<file path="src/rtl/ram_pkg.sv">
// ram_pkg: sweep FSM state type and byte-lane merge helper shared by the RAM files
package ram_pkg;
    typedef enum logic {CLEAR, READY} ram_state_t;
    localparam int MAX_W = 1024;
    function automatic logic [MAX_W-1:0] byte_merge(input logic [MAX_W-1:0] old_w, input logic [MAX_W-1:0] new_w, input logic [MAX_W-1:0] mask);
        return (old_w & ~mask) | (new_w & mask);
    endfunction
endpackage

</file>
<file path="src/rtl/ram_init_fsm.sv">
// ram_init_fsm: walks every address once after reset so the array can be written with the init word
module ram_init_fsm import ram_pkg::*; #(
    parameter int ADDR_W = 6
) (
    input  logic              clk,
    input  logic              gen_reset_n,
    output logic              busy,
    output logic              sweep_we,
    output logic [ADDR_W-1:0] sweep_addr
);
    localparam logic [ADDR_W:0] LAST = (ADDR_W+1)'((1 << ADDR_W) - 1);
    ram_state_t state, state_nx;
    logic [ADDR_W:0] clr_ptr, ptr_nx;
    always_ff @(posedge clk) begin
        if (!gen_reset_n) begin
            state   <= CLEAR;
            clr_ptr <= '0;
        end else begin
            state   <= state_nx;
            clr_ptr <= ptr_nx;
        end
    end
    always_comb begin
        busy     = state == CLEAR;
        ptr_nx   = busy ? clr_ptr + 1'b1 : clr_ptr;
        state_nx = (busy && clr_ptr == LAST) ? READY : state;
    end
    assign sweep_we   = busy & gen_reset_n;
    assign sweep_addr = clr_ptr[ADDR_W-1:0];
endmodule

</file>
<file path="src/rtl/ram_dp_be.sv">
// ram_dp_be: byte-enabled read/write port A, read-only port B, cleared to INIT_VAL after reset
module ram_dp_be import ram_pkg::*; #(
    parameter int ADDR_W = 6,
    parameter int DATA_W = 32,
    parameter int BYTE_W = 8,
    parameter logic [DATA_W-1:0] INIT_VAL = '0
) (
    input  logic                       clk,
    input  logic                       gen_reset_n,
    input  logic                       write_enable,
    input  logic [DATA_W/BYTE_W-1:0]   byte_en,
    input  logic [ADDR_W-1:0]          adress_a,
    input  logic [DATA_W-1:0]          data_in,
    output logic [DATA_W-1:0]          data_out_a,
    input  logic                       rd_en_b,
    input  logic [ADDR_W-1:0]          adress_b,
    output logic [DATA_W-1:0]          data_out_b,
    output logic                       valid_b,
    output logic                       collision_b,
    output logic                       busy
);
    localparam int NB    = DATA_W / BYTE_W;
    localparam int DEPTH = 1 << ADDR_W;
    if (DATA_W % BYTE_W != 0) begin : g_bad_width
        $error("DATA_W must be a multiple of BYTE_W");
    end
    logic [DATA_W-1:0] mem [DEPTH];
    logic [DATA_W-1:0] lane_mask, merged;
    logic              sweep_we, wr_a, rd_b;
    logic [ADDR_W-1:0] sweep_addr;
    ram_init_fsm #(.ADDR_W(ADDR_W)) u_init (
        .clk        (clk),
        .gen_reset_n(gen_reset_n),
        .busy       (busy),
        .sweep_we   (sweep_we),
        .sweep_addr (sweep_addr)
    );
    for (genvar i = 0; i < NB; i++) begin : g_lane
        assign lane_mask[i*BYTE_W +: BYTE_W] = {BYTE_W{byte_en[i]}};
    end
    assign merged = DATA_W'(byte_merge(MAX_W'(mem[adress_a]), MAX_W'(data_in), MAX_W'(lane_mask)));
    assign wr_a   = !busy & write_enable & |byte_en;
    assign rd_b   = !busy & rd_en_b;
    always_ff @(posedge clk) begin
        if (sweep_we)
            mem[sweep_addr] <= INIT_VAL;
        else if (wr_a)
            mem[adress_a] <= merged;
    end
    // port B samples the array before this edge's write lands, giving read-before-write on a collision
    always_ff @(posedge clk) begin
        if (!gen_reset_n) begin
            data_out_a  <= '0;
            data_out_b  <= '0;
            valid_b     <= 1'b0;
            collision_b <= 1'b0;
        end else if (!busy) begin
            data_out_a  <= wr_a ? merged : mem[adress_a];
            data_out_b  <= rd_b ? mem[adress_b] : data_out_b;
            valid_b     <= rd_b;
            collision_b <= rd_b & wr_a & (adress_a == adress_b);
        end
    end
endmodule
</file>
<file path="config.mk">
export PLATFORM = sky130hd
export DESIGN_NAME = ram_dp_be
export DESIGN_NICKNAME = d
export VERILOG_FILES = /design/src/rtl/ram_pkg.sv /design/src/rtl/ram_init_fsm.sv /design/src/rtl/ram_dp_be.sv
export SDC_FILE = /design/constraint.sdc
export NUM_CORES = 2
export LEC_CHECK = 0
export ABC_CLOCK_PERIOD_IN_PS = 13000
export CAP_MARGIN = 20
export CELL_PAD_IN_SITES_DETAIL_PLACEMENT = 1
export CELL_PAD_IN_SITES_GLOBAL_PLACEMENT = 1
export CORE_MARGIN = 4
export CORE_UTILIZATION = 50
export CTS_CLUSTER_DIAMETER = 40
export DETAILED_ROUTE_END_ITERATION = 7
export PLACE_DENSITY = 0.7
export SLEW_MARGIN = 20
export SYNTH_ARGS = -nofsm -noshare
export SYNTH_HDL_FRONTEND = slang
export SYNTH_SLANG_ARGS = --single-unit
</file>
<file path="constraint.sdc">
create_clock -name clk -period 13 [get_ports clk]
set_input_delay 3.9 -clock clk [delete_from_list [all_inputs] [get_ports clk]]
set_output_delay 3.9 -clock clk [all_outputs]
set_load 0.03 [all_outputs]
</file>
==> flow_metrics.tcl <==
set metrics [dict create \
    dp_hpwl_um 237000 \
    routed_wl_um 380000 \
    fmaxAchievable_mhz 114 \
    drc 0 \
    crit_path_top_delay_cell "buf_4" \
    fin_ws_ps 4220 \
    post-place-ws_ps 3570 \
    cts_root_buf "clkbuf_16" \
    synth_flop_cell "edfxtp_1" \
    vias 63561 \
    hp-class "register to register" \
    cts-htree-levels 5 \
    tns_ps 0 \
    cts_tree "yes" \
    clock-sinks 2122 \
    multiInputGateArea_sq_mm 0.0351 \
    nFillCells 17132 \
    ant_nets 0 \
    synth_seq_area_share_pct 63.2 \
    layout.nets 5818 \
    synth-seq-cells 2122 \
    crit_arrival_ps 9390 \
    cts_setup_buffers 0 \
    yosysWarningCount 0 \
    ir_worst_vdd_mv 0.165 \
    die_area_sq_mm 0.207 \
    vias_per_cell 7.34 \
    skew_ps 57.7 \
    maxSlewHeadroom_pct 19.3 \
    io_buffer_count 118 \
    routabilityCongestion 0.944 \
    slew_viol_final 0 \
    hold_viol_final 0 \
    rows 163 \
    final_layout_size_suffix_gt1_share_pct 27.1 \
    worst_slew_pin_slew_ps 1210 \
    antenna_found_initial 13 \
    io_pins 119 \
    path_cells "buf_6, nor2b_4, buf_4, buf_4, a221oi_1, o21ai_0, a31oi_1, o311a_1, buf_4" \
    cts_made_buffers 323 \
    outcome "finished, final reports clean" \
    p_leak_nw 36.1 \
    drtPass1Iterations 6 \
    netlist_area_sq_mm 0.0997 \
    critPathBufInv 4 \
    grt_max_degree 116 \
    synth_edf_count 2048 \
    maxCapViolCount 0 \
    syn_nets 5610 \
    clk_pin_slew_ps 50 \
    final_common_cell "edfxtp_1" \
    critPathRequiredTime_ps 13600 \
    start_util_pct 50.4 \
    clock_path_buffers 4 \
    worstPathMaxFanout 61 \
    cts_resized 0 \
    powerDensity_mw_per_mm2 148 \
    drt_iter0_markers 9156 \
    globalRouteOverflowTotal 0 \
    crit_path_start_kind "primary input" \
    grt_use_total_pct 36.7 \
    setup_viol 0 \
    seqCellArea_sq_mm 0.0630 \
    clk_latency_ps 950 \
    synthArstFlopShare_pct 0 \
    critPathMaxStageDelay_ps 950 \
    synth_cell_types 66 \
    cp-end-kind "register" \
    yosys.area.top_type_share_pct 61.7 \
    core-area_sq_mm 0.198 \
    die_x_um 455 \
    die_y_um 455 \
    syn_inst 5557 \
    worstSetupPathType "primary input to register" \
    path_common_cell "buf_4" \
    syn_avg_cell_area_sq_um 17.9 \
    hold_buffers 0 \
    synthTopCellsByArea "edfxtp_1 62%, mux4_2 17%, mux2i_1 8.5%" \
    wire_per_inst_um 43.9 \
    area_growth_pct 15.5 \
    crit_family "buffers and inverters" \
    finalCritPeriodShare_pct 67.6 \
    final_cell_mix "2048 x edfxtp_1, 844 x mux2i_1, 744 x mux4_2" \
    synth_area_leader_cell "edfxtp_1" \
    min_period_ps 8780 \
    rsz0062_at_grt "false" \
    grt_pass1_wl_um 525000 \
    grt_pass1_vias 65315 \
]
## metal layers
metal / up-vias / global-route usage [%] / routed length (um)
met1: 33753 / 45.7 / 131000
met5: - / 0 / 7
met3: 1138 / 7.04 / 36300
met4: 2 / 28.1 / 35600
met2: 4372 / 57.4 / 178000
li1: 24296 / - / -
## path summary, 6_finish.rpt
path                                     from  slack, ps  depth (start not counted)                           to
setup / recovery                  adress_a[1]       4220                          9        mem[14][10]$_DFFE_PP_
hold / removal    data_out_b[30]$_SDFFE_PN0P_        470                          2  data_out_b[30]$_SDFFE_PN0P_
setup reg to reg    u_init.state$_SDFFE_PN0P_       8630                          6        mem[14][12]$_DFFE_PP_
hold reg to reg   data_out_b[30]$_SDFFE_PN0P_        470                          2  data_out_b[30]$_SDFFE_PN0P_
## cells by family (layout without fill, tap and decap cells)
kind of cell	Yosys count	after routing	share of synthesized area [%]
flops	2122	2122	63.2
other cells	0	7	0
compound gates	843	843	6.05
mux	1594	1594	25.4
xor+xnor	11	11	0.0966
simple gates	535	535	2.76
fa+ha+maj	1	1	0.0125
buf+inv	451	905	2.49
## cell usage after synthesis, types with 38 or more instances
cell type / number
a21oi_1: 66
a221oi_1: 88
a22oi_1: 272
buf_1: 38
buf_2: 104
buf_6: 42
clkbuf_1: 208
dfxtp_1: 74
edfxtp_1: 2048
mux2i_1: 844
mux4_2: 744
nand2_1: 119
nand3_1: 126
nand4_1: 62
nor2_1: 117
o211ai_1: 65
o21ai_0: 75
o22ai_1: 156
## power breakdown
part	internal (W)	switching, W	total, W
combinational	0.000317	0.000601	0.000918
sequential	0.00741	0.0000130	0.00743
clock	0.00544	0.00329	0.00872
## flip-flops by register name, indices dropped and copies added (netlist names)
register	cells
mem	2048
data_out_a	32
data_out_b	32
u_init.clr_ptr	7
collision_b	1
u_init.state	1
valid_b	1
## worst register-to-register path: stages (launching register included)
cell	delay (ps)
dfxtp_2	760
and3_2	330
buf_4	650
a21oi_1	200
or2_2	510
nor2_4	780
buf_4	720
## final cells by class
type | instances | share of cell area, %
Multi-Input combinational cell | 2984 | 30.4
Clock buffer | 359 | 7.27
Tap cell | 2640 | 2.87
Clock inverter | 212 | 2.05
Sequential cell | 2122 | 54.7
Antenna cell | 7 | 0.0152
Inverter | 6 | 0.0195
Timing Repair Buffer | 328 | 2.67
## stage by stage
| stage | utilization (%) | power [W] | std cells | cell area, sq um | hold slack [ps] |
|---|---|---|---|---|---|
| finish | 58.2 | 0.0171 | 8658 | 115000 | 473 |
| CTS | 58.2 | 0.0171 | 8650 | 115000 | 479 |
| global route | 58.2 | 0.0175 | 8655 | 115000 | 502 |
| detailed placement | 52.8 | 0.00846 | 8079 | 104000 | 466 |
| global placement | 52.6 | 0.00846 | 8068 | 104000 | 451 |
| floorplan | - | 0.00813 | 5557 | 99700 | 543 |
Power figures use the tool's default switching activity.
